<file path="src/rtl/approx_pkg.sv">
// Shared definitions for the approximate-adder datapath: FSM encoding, clog2 helper
// and default widths.
package approx_pkg;

  localparam int unsigned DEFAULT_DATA_WIDTH = 8;
  localparam int unsigned DEFAULT_APPROX_LSB = 2;

  typedef enum logic [1:0] {
    IDLE  = 2'd0,
    ACCUM = 2'd1,
    HOLD  = 2'd2
  } state_t;

  function automatic int unsigned clog2(input int unsigned value);
    int unsigned result;
    int unsigned v;
    result = 0;
    v = (value > 0) ? value - 1 : 0;
    while (v > 0) begin
      result++;
      v = v >> 1;
    end
    return result;
  endfunction

endpackage

</file>
<file path="src/rtl/loa_adder.sv">
// Combinational adder: exact a + b by default, lower-part-OR approximate adder when
// APPROX_ADD_EN is defined (APPROX_LSB low bits ORed, carry-in to the upper part from
// the AND of the top approximated bits).
module loa_adder
  import approx_pkg::*;
#(
  parameter int unsigned WIDTH      = DEFAULT_DATA_WIDTH,
  parameter int unsigned APPROX_LSB = DEFAULT_APPROX_LSB
) (
  input  logic [WIDTH-1:0] a,
  input  logic [WIDTH-1:0] b,
  output logic [WIDTH-1:0] sum
);

`ifdef APPROX_ADD_EN
  localparam bit APPROX_ON = 1'b1;
`else
  localparam bit APPROX_ON = 1'b0;
`endif

  localparam int unsigned LSB_EFF = !APPROX_ON ? 0 : (APPROX_LSB > WIDTH) ? WIDTH : APPROX_LSB;

  if (LSB_EFF == 0) begin : g_exact
    assign sum = a + b;
  end else if (LSB_EFF == WIDTH) begin : g_all_or
    assign sum = a | b;
  end else begin : g_loa
    localparam int unsigned HI_W = WIDTH - LSB_EFF;
    logic carry;
    assign carry                = a[LSB_EFF-1] & b[LSB_EFF-1];
    assign sum[LSB_EFF-1:0]     = a[LSB_EFF-1:0] | b[LSB_EFF-1:0];
    assign sum[WIDTH-1:LSB_EFF] = a[WIDTH-1:LSB_EFF] + b[WIDTH-1:LSB_EFF] + HI_W'(carry);
  end

endmodule

</file>
<file path="src/rtl/fifo_burst_accumulator.sv">
// Pops BURST_LEN samples from a registered-output FIFO, sums them through loa_adder
// (approximate when APPROX_ADD_EN is defined) and offers the sum on a valid/ready port.
module fifo_burst_accumulator
  import approx_pkg::*;
#(
  parameter int unsigned DATA_WIDTH = DEFAULT_DATA_WIDTH,
  parameter int unsigned BURST_LEN  = 4,
  parameter int unsigned ACC_WIDTH  = DATA_WIDTH + clog2(BURST_LEN),
  parameter int unsigned APPROX_LSB = DEFAULT_APPROX_LSB
) (
  input  logic                  clk,
  input  logic                  rst,
  input  logic                  fifo_empty,
  input  logic [DATA_WIDTH-1:0] fifo_dout,
  output logic                  fifo_read,
  output logic [ACC_WIDTH-1:0]  sum_out,
  output logic                  sum_valid,
  input  logic                  sum_ready,
  output logic                  busy
);

  localparam int unsigned CNT_W = clog2(BURST_LEN) + 1;

  state_t               state;
  logic [ACC_WIDTH-1:0] acc;
  logic [CNT_W-1:0]     issued;
  logic [CNT_W-1:0]     captured;
  logic                 rd_pend;
  logic [ACC_WIDTH-1:0] sample_ext;
  logic [ACC_WIDTH-1:0] add_res;

  assign sample_ext = ACC_WIDTH'(fifo_dout);

  loa_adder #(
    .WIDTH      (ACC_WIDTH),
    .APPROX_LSB (APPROX_LSB)
  ) u_adder (
    .a   (acc),
    .b   (sample_ext),
    .sum (add_res)
  );

  // Combinational so the request drops the moment reset asserts.
  assign fifo_read = (state == ACCUM) && !fifo_empty && (issued < CNT_W'(BURST_LEN));
  assign busy      = (state != IDLE);

  always_ff @(posedge clk or negedge rst) begin
    if (!rst) begin
      state     <= IDLE;
      acc       <= '0;
      issued    <= '0;
      captured  <= '0;
      rd_pend   <= 1'b0;
      sum_out   <= '0;
      sum_valid <= 1'b0;
    end else begin
      // Sample requested on this edge appears on fifo_dout next cycle.
      rd_pend <= fifo_read;
      unique case (state)
        IDLE: begin
          acc      <= '0;
          issued   <= '0;
          captured <= '0;
          if (!fifo_empty) state <= ACCUM;
        end
        ACCUM: begin
          if (fifo_read) issued <= issued + CNT_W'(1);
          if (rd_pend) begin
            acc      <= add_res;
            captured <= captured + CNT_W'(1);
            if (captured == CNT_W'(BURST_LEN - 1)) begin
              state     <= HOLD;
              sum_out   <= add_res;
              sum_valid <= 1'b1;
            end
          end
        end
        HOLD: begin
          if (sum_ready) begin
            state     <= IDLE;
            sum_valid <= 1'b0;
            acc       <= '0;
            issued    <= '0;
            captured  <= '0;
          end
        end
        default: state <= IDLE;
      endcase
    end
  end

endmodule

</file>
<file path="config.mk">
export PLATFORM = sky130hd
export DESIGN_NAME = fifo_burst_accumulator
export DESIGN_NICKNAME = d
export VERILOG_FILES = /design/src/rtl/approx_pkg.sv /design/src/rtl/loa_adder.sv /design/src/rtl/fifo_burst_accumulator.sv
export SDC_FILE = /design/constraint.sdc
export NUM_CORES = 1
export LEC_CHECK = 0
export ABC_AREA = 1
export CORE_MARGIN = 2
export CORE_UTILIZATION = 54
export DETAILED_ROUTE_END_ITERATION = 6
export HOLD_SLACK_MARGIN = 0.02
export PLACE_DENSITY = 0.88
export SLEW_MARGIN = 5
export SYNTH_ARGS = -nofsm -noshare
export SYNTH_HDL_FRONTEND = slang
export SYNTH_HIERARCHICAL = 1
export SYNTH_SLANG_ARGS = --single-unit
</file>
<file path="constraint.sdc">
create_clock -name clk -period 1.95 [get_ports clk]
set_clock_uncertainty 0.2 [all_clocks]
set_input_delay 0.2925 -clock clk [delete_from_list [all_inputs] [get_ports clk]]
set_output_delay 0.2925 -clock clk [all_outputs]
set_load 0.01 [all_outputs]
</file>
== Yosys cells after proc, flatten, opt, wreduce, memory -nomap -nowiden ==
Index checks and enable logic that the tools add are counted.
Widths: inputs -> output; s select.

* Flip-flop bits (word level): 30
* Input bits: 12
* Output and inout port bits: 13
* Word-level logic and storage cells: 48

* Add/sub/neg operators: 3
* Order comparisons: 1
* Equal/unequal tests: 8
* Mux-type cells: 17
* Reduce and logical (&&, ||, !) cells: 12

{| class="wikitable"
|+ Operators by type and width
! kind !! number
|-
| $pmux 10 s3 || 1
|-
| $mux 10 || 2
|-
| $pmux 3 s3 || 2
|-
| $add 10x8->10 || 1
|-
| $mux 3 || 3
|-
| $reduce_and 3->1 || 3
|-
| $mux 2 || 4
|-
| $ne 2x2->1 const B || 4
|-
| $reduce_and 4->1 || 2
|-
| $add 3x1->3 const B || 2
|-
| $pmux 2 s3 || 1
|-
| $reduce_bool 2->1 || 2
|-
| $eq 3x2->1 const B || 1
|-
| $lt 3x3->1 const B || 1
|-
| $mux 1 || 3
|-
| $reduce_bool 3->1 || 1
|-
| $eq 2x1->1 const B || 1
|-
| $eq 2x2->1 const B || 1
|-
| $logic_and 1x1->1 || 2
|-
| $logic_not 2->1 || 1
|-
| $ne 2x1->1 const B || 1
|-
| $pmux 1 s2 || 1
|-
| $logic_not 1->1 || 1
|}

== Longest topological paths before layout ==
Gate-level depths: netlist of run 1.

* Word-level depth: 5
* Mapped depth: 11
* Gate-level depth less buffers: 11

== Cells and area by module ==
Netlist of run 1, hierarchy kept.

{| class="wikitable"
|+ Modules (own cells, without submodules)
! module !! times used !! cells an instance !! area an instance (um^2)
|-
| fifo_burst_accumulator || 1 || 149 || 1286.2
|-
| loa_adder || 1 || 85 || 469.2
|}

== Least setup slack after synthesis of run 1 ==
OpenSTA, ideal clock, no wires.

* Path type: register to register
* Start point: reg acc[0]
* End point: reg sum_out[8]
* Arrival time: 1.480 ns
* Data required time: 1.633 ns
* Path slack: 0.153 ns
* Stages on the path, launching flop included: 10
* Clock period less this slack: 1.797 ns
* Path through: dfrtp_1 -> ha_1 -> inv_1 -> fa_1 -> o21ai_2 -> nand2_1 -> nand3_1 -> nand2_1 -> nand3_1 -> nand2_1

* Cells in the longest elaborated chain, start to end: 1

{| class="wikitable"
|+ Ends and longest elaborated chain
! what !! RTL line !! RTL
|-
| from (decl) || fifo_burst_accumulator.sv:25 || <nowiki>logic [ACC_WIDTH-1:0] acc;</nowiki>
|-
| from (signal assigned) || fifo_burst_accumulator.sv:69 || <nowiki>acc <= add_res;</nowiki>
|-
| $add 10x8->10 || loa_adder.sv:24 || <nowiki>assign sum = a + b;</nowiki>
|-
| net add_res[8] || fifo_burst_accumulator.sv:30 || <nowiki>logic [ACC_WIDTH-1:0] add_res;</nowiki>
|-
| to (signal assigned) || fifo_burst_accumulator.sv:73 || <nowiki>sum_out <= add_res;</nowiki>
|-
| to (decl) || fifo_burst_accumulator.sv:16 || <nowiki>output logic [ACC_WIDTH-1:0] sum_out,</nowiki>
|}

The timed path passes the listed nets, and every way through them passes these cells.
A chain may end at the register's enable or synchronous reset.

== Worst setup path after layout of run 1 ==
Ends and elaborated chain as after synthesis.

==> impl_metrics.ini, run 1 <==
[worst_setup_path]
cp-start-kind = flop
worstSetupStartpoint = acc[0]$_DFFE_PN0P_
reg2reg_from = acc[0]$_DFFE_PN0P_
cp.arrival_ps = 1980
critPathMaxFanout = 3
worstPathRequired_ps = 2020
crit_path_end_kind = flop
path_class = reg -> reg

[timing]
setup_violations = 0
max_freq_mhz = 524.1
period_needed_ps = 1908
hold_violations = 0
period_share = 0.9784
slew_violations = 0
rsz0062_at_grt = true

[pwr]
p_sw_w = 0.0008723
powerDensity_nw_per_um2 = 960.3
leakage_nw = 1.258
pwr-share-seq = 0.370
p_int_w = 0.001298
power_w = 0.002170
swShare = 0.4020
ir_drop_v = 0.0005063
p_comb_frac = 0.442
pwr-share-clk = 0.188

[floorplanning]
start_util = 0.5703
ios = 25
die_area_um2 = 3723
die_y_um = 61.02
chipWidth_um = 61.02
core_area_um2 = 3078
rows = 20

[route]
drt-wirelength-per-cell_um = 12.16
routed_wl_mm = 3.953
via_per_inst = 5.015
vias = 1630
drtIter0Drc = 39
antenna_left = 0
first_pass_iters = 4
drc = 0

[clock_network]
cts_root_buf = clkbuf_4
clk_pin_slew_worst_paths_ps = 110
ctsHoldBuffers = 0
cts_buffers = 5
cts_htree_levels = 2
clk_latency_ps = 340
clockBufferDepth = 2
clock-sinks = 30
cts_tree = yes

[grt]
grt_pass1_vias = 1533
grt_first_pass_wirelength_mm = 6.499
grt_max_degree = 31
antenna_found_initial = 0
track_usage = 0.2459
grt_overflow = 0

[yosys]
async_reset_ff_frac = 1.000
synth_common_cells = nand2_1 (107), dfrtp_1 (30), inv_1 (23)
ys_seq_elements = 30
synth_edf_count = 0
yosys_warnings = 6
synth_cell_types = 23
syn_area_um2 = 1755
synth_area_leaders = dfrtp_1 (43%), nand2_1 (23%), ha_1 (8.6%)
yosys.area.top_type = dfrtp_1
avgSynthCellArea_um2 = 7.502
synth_cells = 234
synth_ff_type = dfrtp_1
seq_area_frac_synth = 0.4277
synth.most_common_cell = nand2_1
synth_top_area_frac = 0.4277

[cells_and_area]
multi_input_area_um2 = 910.9
final_nets = 305
drive_above_1_share = 0.1673
num_antenna_cells = 0
instances_no_fill = 325
seqCellArea_um2 = 752.0
nFillCells = 244
area_growth_syn_to_layout_pct = 28.72

[min_path]
hp-class = in -> async

[place]
place.gp.congestion = 0.8744
placed_cells = 313
portBuffers = 24
hpwlAfterDp_mm = 2.836

[status]
outcome = complete, no violations

[run]
drv_cap = 0
per-stage QoR:
step | cell area [um^2] | TNS, ps | hold slack, ps | util | setup slack, ps
detailed placement | 2130 | -3239 | 261.1 | 0.6919 | -389.8
global route | 2260 | -169.8 | 167.0 | 0.7341 | -61.53
finish | 2260 | 0 | 128.8 | 0.7341 | 42.02
floorplan | 1759 | 0 | -203.1 | - | 153.4
global placement | 2130 | -2691 | 251.7 | 0.6919 | -295.2
CTS | 2212 | 0 | 137.4 | 0.7187 | 42.80
layout by cell type, fill, tap and decap left out, types with 2 or more instances in the layout:
master | Yosys | routed
o21ai_0 | 6 | 6
inv_2 | 1 | 2
inv_1 | 23 | 22
ha_1 | 12 | 11
clkdlybuf4s50_1 | 0 | 21
a21oi_1 | 4 | 2
a21oi_2 | 0 | 2
nand3_2 | 1 | 2
xor2_1 | 4 | 4
clkinv_2 | 1 | 2
dfrtp_1 | 30 | 29
dlygate4sd2_1 | 0 | 2
nand3_1 | 20 | 19
nand2_1 | 107 | 104
nand2_2 | 4 | 7
conb_1 | 1 | 2
buf_4 | 3 | 19
nor2_1 | 9 | 8
clkbuf_4 | 0 | 5
kinds of logic (layout without fill, tap and decap cells):
logic type | after synthesis | in the layout | share of synthesized area
flip-flops | 30 | 30 | 0.4277
AND/OR/NAND/NOR | 143 | 143 | 0.3350
buffers and inverters | 30 | 76 | 0.07554
other | 1 | 2 | 0.002136
XOR/XNOR | 5 | 5 | 0.02495
AO/OA/AOI/OAI | 12 | 12 | 0.03778
adder cells (fa/ha/maj) | 13 | 13 | 0.09693
state kept, by name, summed over array words and instances, names as in the netlist:
name and cells:
sum_valid 1, captured 3, state 2, sum_out 10, acc 10, rd_pend 1
issued 3
worst max-delay path: stages (launching register included):
cell     delay, ps
dfrtp_1        370
ha_2           190
inv_2           40
fa_2           380
o21ai_4        210
nand2_2         80
nand2_1         70
nand2_1         40
nand2_1         70
nand3_1         90
nand2_1        100
per-layer routing:
| layer | global-route usage | share of wire | up-vias |
|---|---|---|---|
| met3 | 0.07563 | 0.049 | 12 |
| met5 | 0 | 0 | - |
| li1 | - | - | 818 |
| met1 | 0.2807 | 0.41 | 745 |
| met2 | 0.4255 | 0.52 | 55 |
| met4 | 0.1087 | 0.025 | 0 |
power groups by stage:
stage	Clock [W]	Combinational (W)	Sequential [W]
floorplan	0	0.000584	0.000811
global placement	0	0.000883	0.000807
detailed placement	0	0.000909	0.000814
CTS	0.000408	0.000910	0.000802
global route	0.000437	0.00107	0.000815
finish	0.000408	0.000958	0.000804
path summary, 6_finish.rpt:
check                      slack (ps)  cells after the start                       to
setup / recovery                   40                     10   sum_out[8]$_DFFE_PN0P_
max in group asynchronous        1130                      2     state[1]$_DFFE_PN0P_
setup reg to reg                   40                     10   sum_out[8]$_DFFE_PN0P_
hold / removal                    130                      2  captured[2]$_DFFE_PN0P_
hold reg to reg                   280                      2    issued[2]$_DFFE_PN0P_
min in group clk                  170                      4       acc[0]$_DFFE_PN0P_
timing repair:
item / in CTS / in global routing
setup endpoints to repair: 5 / 6
setup buffers: 2 / 2
pin swaps: 1 / 11
hold endpoints to repair: 0 / 0
resized for setup: 5 / 10
area by class of cell:
cell class              instances  area share
clock buffers                   6     0.02270
clock inverters                 2    0.005537
inverters                      25     0.04208
multi-input cells             175      0.4031
flip-flops and latches         30      0.3328
well taps                      44     0.02436
repair buffers                 43      0.1694
No activity file was read; power rests on OpenSTA's default activity.
==> run 2: changes to the inputs <==
--- a/config.mk
+++ b/config.mk
@@ -11,7 +11,7 @@
 export DETAILED_ROUTE_END_ITERATION = 6
 export HOLD_SLACK_MARGIN = 0.02
 export PLACE_DENSITY = 0.88
-export SLEW_MARGIN = 5
+export SLEW_MARGIN = 25
 export SYNTH_ARGS = -nofsm -noshare
 export SYNTH_HDL_FRONTEND = slang
 export SYNTH_HIERARCHICAL = 1
==> results of run 2 <==
The final DEF is identical to that of run 1; final timing and power are the same.
